`config.mk`:
```
export PLATFORM = sky130hd
export DESIGN_NAME = pipeline_hazard_ctrl
export DESIGN_NICKNAME = d
export VERILOG_FILES = /design/src/rtl/pipe_ctrl_pkg.sv /design/src/rtl/forward_unit.sv /design/src/rtl/pipeline_hazard_ctrl.sv
export SDC_FILE = /design/constraint.sdc
export NUM_CORES = 1
export LEC_CHECK = 0
export CAP_MARGIN = 20
export CORE_MARGIN = 1.5
export CORE_UTILIZATION = 45
export CTS_BUF_LIST = sky130_fd_sc_hd__clkbuf_2 sky130_fd_sc_hd__clkbuf_4 sky130_fd_sc_hd__clkbuf_8
export CTS_CLUSTER_SIZE = 28
export DETAILED_ROUTE_END_ITERATION = 12
export DONT_BUFFER_PORTS = 1
export PLACE_DENSITY_LB_ADDON = 0.25
export SYNTH_ARGS = -nofsm -noshare
export SYNTH_HDL_FRONTEND = slang
export SYNTH_HIERARCHICAL = 1
export SYNTH_SLANG_ARGS = --single-unit
```
`constraint.sdc`:
```
create_clock -name clk -period 2 [get_ports clk]
set_input_delay 0.3 -clock clk [delete_from_list [all_inputs] [get_ports clk]]
set_output_delay 0.3 -clock clk [all_outputs]
set_load 0.01 [all_outputs]
```
`src/rtl/pipe_ctrl_pkg.sv`:
```
// Shared types and constants for the RV32I pipeline hazard controller:
// forwarding-select encodings, wait-FSM states and the hard-wired zero register.
package pipe_ctrl_pkg;

   localparam logic [4:0] X0 = 5'd0;

   typedef enum logic [1:0] {
      FWD_RF = 2'b00,
      FWD_W  = 2'b01,
      FWD_M  = 2'b10
   } fwd_sel_e;

   typedef enum logic {
      IDLE = 1'b0,
      WAIT = 1'b1
   } ctrl_state_e;

endpackage

```
`src/rtl/forward_unit.sv`:
```
// Combinational E-stage operand forwarding; M-stage results take priority
// over W-stage results and x0 is never forwarded.
module forward_unit
   import pipe_ctrl_pkg::*;
(
   input  logic [4:0] rs1_e_i,
   input  logic [4:0] rs2_e_i,
   input  logic [4:0] rd_m_i,
   input  logic [4:0] rd_w_i,
   input  logic       reg_write_m_i,
   input  logic       reg_write_w_i,
   output logic [1:0] forward_a_o,
   output logic [1:0] forward_b_o
);

   logic [1:0][4:0] rs_e;
   logic [1:0][1:0] fwd_sel;
   logic            m_valid;
   logic            w_valid;

   assign rs_e[0] = rs1_e_i;
   assign rs_e[1] = rs2_e_i;

   assign m_valid = reg_write_m_i && (rd_m_i != X0);
   assign w_valid = reg_write_w_i && (rd_w_i != X0);

   genvar gi;
   generate
      for (gi = 0; gi < 2; gi++) begin : g_operand
         assign fwd_sel[gi] = (m_valid && (rs_e[gi] == rd_m_i)) ? FWD_M :
                              (w_valid && (rs_e[gi] == rd_w_i)) ? FWD_W : FWD_RF;
      end
   endgenerate

   assign forward_a_o = fwd_sel[0];
   assign forward_b_o = fwd_sel[1];

endmodule

```
`src/rtl/pipeline_hazard_ctrl.sv`:
```
// Hazard/sequencing controller for the 5-stage RV32I pipeline: stall/flush
// generation, data-memory wait FSM with timeout watchdog, and perf counters.
module pipeline_hazard_ctrl
   import pipe_ctrl_pkg::*;
#(
   parameter int MEM_TIMEOUT = 256,
   parameter int CNT_W       = 32
) (
   input  logic             clk,
   input  logic             rst,
   input  logic [4:0]       Rs1D,
   input  logic [4:0]       Rs2D,
   input  logic [4:0]       Rs1E,
   input  logic [4:0]       Rs2E,
   input  logic [4:0]       RdE,
   input  logic [4:0]       RdM,
   input  logic [4:0]       RdW,
   input  logic             RegWriteM,
   input  logic             RegWriteW,
   input  logic             ResultSrcE0,
   input  logic             PCSrcE,
   input  logic             DMemReqM,
   input  logic             DMemReadyM,
   output logic             StallF,
   output logic             StallD,
   output logic             StallE,
   output logic             StallM,
   output logic             FlushD,
   output logic             FlushE,
   output logic             FlushW,
   output logic [1:0]       ForwardAE,
   output logic [1:0]       ForwardBE,
   output logic             MemErr,
   output logic [CNT_W-1:0] LuStallCnt,
   output logic [CNT_W-1:0] MemStallCnt,
   output logic [CNT_W-1:0] FlushCnt
);

   localparam int              TO_W    = (MEM_TIMEOUT > 2) ? $clog2(MEM_TIMEOUT) : 1;
   localparam logic [TO_W-1:0] TO_LAST = TO_W'(MEM_TIMEOUT - 1);

   ctrl_state_e     state_q, state_d;
   logic [TO_W-1:0] to_cnt_q, to_cnt_d;
   logic            mem_err_q, mem_err_d;

   logic lw_stall;
   logic mem_req_new;
   logic mem_wait;
   logic timeout_hit;

   forward_unit u_forward_unit (
      .rs1_e_i       (Rs1E),
      .rs2_e_i       (Rs2E),
      .rd_m_i        (RdM),
      .rd_w_i        (RdW),
      .reg_write_m_i (RegWriteM),
      .reg_write_w_i (RegWriteW),
      .forward_a_o   (ForwardAE),
      .forward_b_o   (ForwardBE)
   );

   assign lw_stall    = ResultSrcE0 && (RdE != X0) && ((Rs1D == RdE) || (Rs2D == RdE));
   assign mem_req_new = DMemReqM && !DMemReadyM && !mem_err_q;
   assign mem_wait    = mem_req_new || ((state_q == WAIT) && !DMemReadyM);
   assign timeout_hit = (state_q == WAIT) && !DMemReadyM && (to_cnt_q == TO_LAST);

   // Ready on the timeout edge wins: the access completes and no error is raised.
   always_comb begin
      state_d   = state_q;
      to_cnt_d  = to_cnt_q;
      mem_err_d = mem_err_q;
      case (state_q)
         IDLE: begin
            if (mem_req_new) begin
               state_d  = WAIT;
               to_cnt_d = '0;
            end
         end
         WAIT: begin
            if (DMemReadyM) begin
               state_d = IDLE;
            end else if (timeout_hit) begin
               state_d   = IDLE;
               mem_err_d = 1'b1;
            end else begin
               to_cnt_d = to_cnt_q + 1'b1;
            end
         end
         default: state_d = IDLE;
      endcase
   end

   always_ff @(posedge clk or negedge rst) begin
      if (!rst) begin
         state_q   <= IDLE;
         to_cnt_q  <= '0;
         mem_err_q <= 1'b0;
      end else begin
         state_q   <= state_d;
         to_cnt_q  <= to_cnt_d;
         mem_err_q <= mem_err_d;
      end
   end

   // A frozen branch in E must not flush while memory holds the pipe.
   always_comb begin
      StallF = 1'b0;
      StallD = 1'b0;
      StallE = 1'b0;
      StallM = 1'b0;
      FlushD = 1'b0;
      FlushE = 1'b0;
      FlushW = 1'b0;
      if (!rst) begin
         StallF = 1'b0;
      end else if (mem_wait) begin
         StallF = 1'b1;
         StallD = 1'b1;
         StallE = 1'b1;
         StallM = 1'b1;
         FlushW = 1'b1;
      end else begin
         StallF = lw_stall;
         StallD = lw_stall;
         FlushD = PCSrcE;
         FlushE = lw_stall | PCSrcE;
      end
   end

   assign MemErr = mem_err_q;

   logic [2:0]            cnt_inc;
   logic [2:0][CNT_W-1:0] cnt_val;

   assign cnt_inc[0] = lw_stall && !mem_wait;
   assign cnt_inc[1] = mem_wait;
   assign cnt_inc[2] = PCSrcE && !mem_wait;

   genvar gi;
   generate
      for (gi = 0; gi < 3; gi++) begin : g_perf_cnt
         logic [CNT_W-1:0] cnt_q;
         logic [CNT_W-1:0] cnt_d;

         assign cnt_d = (cnt_inc[gi] && (cnt_q != '1)) ? cnt_q + 1'b1 : cnt_q;

         always_ff @(posedge clk or negedge rst) begin
            if (!rst) begin
               cnt_q <= '0;
            end else begin
               cnt_q <= cnt_d;
            end
         end

         assign cnt_val[gi] = cnt_q;
      end
   endgenerate

   assign LuStallCnt  = cnt_val[0];
   assign MemStallCnt = cnt_val[1];
   assign FlushCnt    = cnt_val[2];

`ifndef SYNTHESIS
   a_lw_branch_excl: assert property (@(posedge clk) disable iff (!rst) !(lw_stall && PCSrcE));
`endif

endmodule

```
==> flow_summary.toml, run 1 <==
[pwr]
p_clk_share_pct = 27.5
switching_share_pct = 28.3
power_leakage_nw = 2.99
combPwrFrac_pct = 18.8
peakVddDrop_mv = 0.665
p_int_mw = 3.23
p_seq_share_pct = 53.7
p_sw_mw = 1.27
power_density_nw_per_um2 = 672

[setup_path]
cp-start-kind = "register"
worstSetupEndpointType = "output pin"
critPathKind = "reg -> out"
crit_path_top_delay_cell = "dfrtp_1"
regToRegSetupSlack_ns = 0.10
crit_fanout = 9
reg2reg_to = "FlushCnt[6]$_DFFE_PN0P_"
worst-endpoint-arrival_ns = 1.61
reg2reg_depth = 7
reg2reg_from = "FlushCnt[1]$_DFFE_PN0P_"
required_ns = 1.70
crit_buf_inv = 1
path_cells = "nand2b_4 -> a21o_4 -> buf_4 -> o21ai_0 -> and2_4"
crit_family = "flip-flops"
crit_path_max_incr_delay_ns = 0.38

[logic_synthesis]
ys_seq_elements = 106
synth_edf_count = 0
ys.flop_type = "dfrtp_1"
synth_area_per_cell_um2 = 10.2
yosys_warnings = 6
ys_async_sr_fraction_pct = 100
netlist_top_cells_area = "dfrtp_1, xnor2_1, xor2_1"
syn_area_um2 = 5590
synth_top_area_share_pct = 47.4
synth_top_area_cell = "dfrtp_1"
ys_types = 47
syn_inst = 549
synth_fp_nets = 596
seq_area_frac_synth_pct = 47.4

[cells_and_area]
area_growth_pct = 19.8
seqCellArea_um2 = 2650
n_fill_cell = 1074
fin_cells = 816
antennaDiodeCount = 0
multi_input_area_um2 = 2940
drive_gt1_share_pct = 22.8
nNetsFinal = 690

[global_routing]
antenna_found_initial = 0
grt_pass1_vias = 4341
globalRouteOverflowTotal = 0
grt_pass1_wl_mm = 21.8
grt_max_degree = 111
track_usage_pct = 21.3

[cts]
path_clk_slew_ns = 0.09
htreeDepth = 3
cts_buffers = 9
cts_buffer_depth = 2
clock_sinks = 106
cts_root_buffer = "clkbuf_8"
cts_tree = "built"
clock_latency_ns = 0.38

[drt]
dr.first_iter.drc_count = 157
drt_pass1_iterations = 5
wl_per_cell_um = 16.6
drt-total-wl_mm = 13.6
ant_nets = 0
vias_per_cell = 5.37
num_vias = 4381
drc_errors = 0

[status]
violations = "hold timing"
status = "finished, violations left"

[job]
cap_violations = 0

[timing]
max_freq_mhz = 522
layout_setup_ws_ns = 0.0860
max_slew_margin_pct = 50.0
final-setup-viol-count = 0
hold_viol_final = 106
fin_crit_sh_pct = 95.7
fin_setup_tns_ns = 0
clock_skew_ns = 0.00958
period_minus_slack_ns = 1.91
tightest_slew_ns = 0.743
maxSlewViolCount = 0
whs_ns = -0.393

[die]
io_pins = 151
fp-row-count = 40
die_h_um = 114
coreArea_um2 = 12100
dieArea_um2 = 13100
die_w_um = 114
start_util_pct = 46.3

[placed_design]
gp_congestion = 0.816
dp_hpwl_mm = 10.3
port_buffers = 0
placedCellCount = 799
place_ws_ns = 0.0347

[worst_hold_path]
hold_path.class = "in -> async"
==> worst max path at each step <==
stage                                       start                          end  slack, ns  cells past startpoint
after detailed placement        state_q$_DFF_PN0_     FlushCnt[11]$_DFFE_PN0P_       0.03                      6
after global placement         MemErr$_DFFE_PN0P_  MemStallCnt[15]$_DFFE_PN0P_       0.13                      6
after global routing      FlushCnt[0]$_DFFE_PN0P_      FlushCnt[6]$_DFFE_PN0P_     -0.005                      7
after CTS                      MemErr$_DFFE_PN0P_                       FlushE      0.009                      5
after floorplan                            RdE[1]                       FlushE       0.16                      5
final                          MemErr$_DFFE_PN0P_                       StallD       0.09                      5
==> logic make-up (layout without fill, tap and decap cells) <==
family | Yosys count | after routing | synth area share (%)
AND/OR/NAND/NOR | 277 | 277 | 27.8
XOR/XNOR | 122 | 122 | 19.1
flip-flops | 106 | 106 | 47.4
AO/OA/AOI/OAI | 20 | 20 | 2.51
buffers and inverters | 16 | 115 | 1.39
adder cells (fa/ha/maj) | 4 | 4 | 0.895
multiplexers | 4 | 4 | 0.806
==> cell usage after synthesis (all sizes together), types with 4 or more instances <==
library cell	instances
ha	4
nand4	36
and3	26
and2	5
or2	4
mux2	4
buf	8
inv	7
nor4	11
xor2	38
nor2	38
dfrtp	106
nor3	26
nor3b	4
xnor2	84
a21oi	4
o21ai	7
nand3	52
and4	8
nand2	55
==> registers in the layout (all words and copies together) (netlist names) <==
register     count
LuStallCnt      32
to_cnt_q         8
MemErr           1
state_q          1
MemStallCnt     32
FlushCnt        32
==> worst reg2reg max path, stage by stage (launching register included) <==
cell and delay, ns:
dfrtp_1 0.39, ha_1 0.18, nand3_1 0.20, nor3_2 0.29, nand4_1 0.22, nand2_1 0.27, nor3_1 0.09, xor2_1 0.15
==> per-layer routing <==
layer | vias up | GRT usage [%] | routed length (µm)
met3 | 20 | 7.04 | 1040
met1 | 2122 | 26.7 | 5710
met4 | 0 | 8.08 | 240
met5 | - | 0 | 0
li1 | 2114 | - | -
met2 | 125 | 34.1 | 6600
==> timing repair <==
item | in CTS | in global routing
setup endpoints to repair | 4 | 24
gates cloned | 0 | 0
gates resized for setup | 9 | 12
pin swaps | 3 | 4
buffers inserted | 1 | 0
endpoints found under the hold margin | 106 | 106
==> layout by cell type (no fill, tap or decap), types with 4 or more instances in the layout <==
master    netlist  layout
dfrtp_1       106     106
buf_4           3      91
xnor2_1        84      84
nand2_1        55      55
nand3_1        51      49
xor2_1         38      38
nand4_1        34      34
nor2_1         37      33
and3_1         26      26
nor3_1         21      20
clkbuf_8        0      10
and4_1          8       7
inv_1           7       6
o21ai_0         5       5
nor4_2          6       5
nor2_2          1       5
and2_1          5       4
or2_2           4       4
nor3b_1         4       4
nor4_1          4       4
ha_1            4       4
==> power by group through the flow <==
| stage | Sequential, mW | Combinational, mW | Clock [mW] |
|---|---|---|---|
| 6_report | 2.42 | 0.847 | 1.23 |
| 5_1_grt | 2.44 | 0.923 | 1.36 |
| 4_1_cts | 2.41 | 0.850 | 1.27 |
| 3_5_place_dp | 2.45 | 0.837 | 0 |
| 3_3_place_gp | 2.45 | 0.814 | 0 |
| 2_1_floorplan | 2.58 | 0.335 | 0 |
==> final cells by class <==
type	count	share of cell area, %
Inverter	7	0.392
Tap cell	168	3.14
Clock buffer	13	2.39
Clock inverter	3	0.224
Multi-Input combinational cell	427	43.9
Timing Repair Buffer	92	10.4
Sequential cell	106	39.6
==> stage by stage <==
stage          power [mW]  util (%)  cell area, µm²
2_1_floorplan        2.92         -            5590
3_3_place_gp         3.26      53.3            6430
3_5_place_dp         3.29      53.3            6430
4_1_cts              4.54      55.1            6640
5_1_grt              4.72      55.5            6700
6_report             4.50      55.5            6700
Power figures use the tool's default switching activity.
==> inputs of run 2 (changes only) <==
Settings changed: CORE_ASPECT_RATIO set to 1.2, SLEW_MARGIN set to 25.
==> run 2 against run 1 <==
Largest cell class unchanged. First-iteration DRC count is 8.9% higher. Final cell count is 1.7% higher. Critical path depth is 3 higher. Total power is 3.9% higher. Clock power is 11% higher. The flow still finishes with violations (hold timing). Sequential power hardly changed.
==> flow_summary.toml, run 2 (synthesis gave the netlist of run 1 again) <==
[cts]
cts_root_buffer = "clkbuf_8"
path_clk_slew_ns = 0.10
clock_latency_ns = 0.37
cts_buffer_depth = 2
clock_sinks = 106
cts_buffers = 9
cts_tree = "built"
htreeDepth = 3

[status]
violations = "hold timing"
status = "finished, violations left"

[cells_and_area]
area_growth_pct = 23.5
layout_commonest_cell = "buf_4"
fin_util_pct = 57.0
fin_cells = 830
nNetsFinal = 711
final_cell_mix = "buf_4, dfrtp_1, xnor2_1"
antennaDiodeCount = 0
drive_gt1_share_pct = 25.6

[global_routing]
grt_pass1_vias = 4504
track_usage_pct = 20.8
globalRouteOverflowTotal = 0
grt_max_degree = 111
antenna_found_initial = 0
grt_pass1_wl_mm = 22.1

[die]
coreArea_um2 = 12100
die_h_um = 125
die_w_um = 105
start_util_pct = 46.2
io_pins = 151
dieArea_um2 = 13100
fp-row-count = 44

[pwr]
power_density_nw_per_um2 = 677
power_leakage_nw = 3.12
peakVddDrop_mv = 0.334

[worst_hold_path]
hold_path.class = "in -> async"

[placed_design]
dp_hpwl_mm = 10.0
placedCellCount = 801
gp_congestion = 0.794
port_buffers = 0

[timing]
final-setup-viol-count = 0
hold_viol_final = 106
tightest_slew_ns = 0.775
clock_skew_ns = 0.00946
max_freq_mhz = 511
maxSlewViolCount = 0
period_minus_slack_ns = 1.96
whs_ns = -0.390
fin_crit_sh_pct = 97.8
max_slew_margin_pct = 47.9

[setup_path]
required_ns = 2.27
worst-endpoint-arrival_ns = 2.23
crit_fanout = 5
crit_family = "simple AND/OR/NAND/NOR gates"
crit_top_cell = "buf_4"
reg2reg_from = "MemStallCnt[24]$_DFFE_PN0P_"
crit_buf_inv = 3
cp-start-kind = "register"
reg2reg_depth = 8
worstSetupEndpointType = "register"
regToRegSetupSlack_ns = 0.04
reg2reg_to = "MemStallCnt[13]$_DFFE_PN0P_"
critPathKind = "reg -> reg"
path_cells = "nand3_1 -> or3_4 -> nor4_4 -> buf_4 -> buf_4 -> nor4_4 -> buf_4 -> xor2_1"
crit_path_max_incr_delay_ns = 0.45
crit_path_top_delay_cell = "or3_4"

[drt]
num_vias = 4475
vias_per_cell = 5.39
drc_errors = 0
ant_nets = 0
drt_pass1_iterations = 4
drt-total-wl_mm = 13.5
dr.first_iter.drc_count = 171
wl_per_cell_um = 16.3

[job]
cap_violations = 0
## run 2: cell count changes in the layout (fill, tap and decap cells not counted), moves of 2 or more
| cell | delta |
|---|---|
| nor3_2 | +3 |
| nor2_1 | +2 |
| nor4_2 | -3 |
| nor2_2 | -2 |
| buf_4 | +20 |
| nor4_4 | +3 |
| clkbuf_4 | -3 |
| clkinvlp_4 | +2 |
## run 2: metrics by stage
step                area, µm²  power [mW]  TNS (ns)  setup slack, ns
global route             6900        4.90   -0.0613          -0.0199
global placement         6490        3.30    -0.339          -0.0715
floorplan                5590        2.92         0            0.164
finish                   6900        4.67         0           0.0442
detailed placement       6490        3.33     -1.29           -0.125
CTS                      6730        4.69    -0.186          -0.0601
## run 2: worst max path at each step
stage / startpoint / endpoint / slack (ns) / cells after the start
after floorplan: RdE[1] / FlushE / 0.16 / 5
after global placement: MemErr$_DFFE_PN0P_ / MemStallCnt[29]$_DFFE_PN0P_ / -0.07 / 7
after detailed placement: MemErr$_DFFE_PN0P_ / MemStallCnt[29]$_DFFE_PN0P_ / -0.12 / 7
after CTS: state_q$_DFF_PN0_ / FlushE / -0.06 / 4
after global routing: MemErr$_DFFE_PN0P_ / StallD / -0.02 / 5
final: MemStallCnt[24]$_DFFE_PN0P_ / MemStallCnt[13]$_DFFE_PN0P_ / 0.04 / 8
## run 2: layer usage
layer  track usage [%]  part of all wire (%)  vias to the layer above
met1              25.3                    41                     2194
met4              5.56                  0.69                        0
li1                  -                     -                     2158
met5                 0                     0                        -
met2              35.8                    52                      117
met3              6.10                   6.5                        6
## run 2: final cells by class
class / count / area [µm²]
repair buffers: 112 / 845
well taps: 161 / 201
clock inverters: 6 / 63.8
inverters: 7 / 26.3
clock buffers: 10 / 138
fillers: 1104 / 5210
multi-input cells: 428 / 2970
flip-flops and latches: 106 / 2650
## run 2: what timing repair did
action                                  in CTS  in global routing
hold endpoints to repair                   106                106
setup buffers                                0                 13
pin swaps                                    2                  6
gates cloned                                 0                  1
resized for setup                            9                 15
endpoints found under the setup margin      19                 48
## run 2: power by group
group	leakage, nW	switching (mW)	internal [mW]
Sequential	1.44	0.153	2.30
Clock	0.0987	0.742	0.613
Combinational	1.57	0.440	0.424
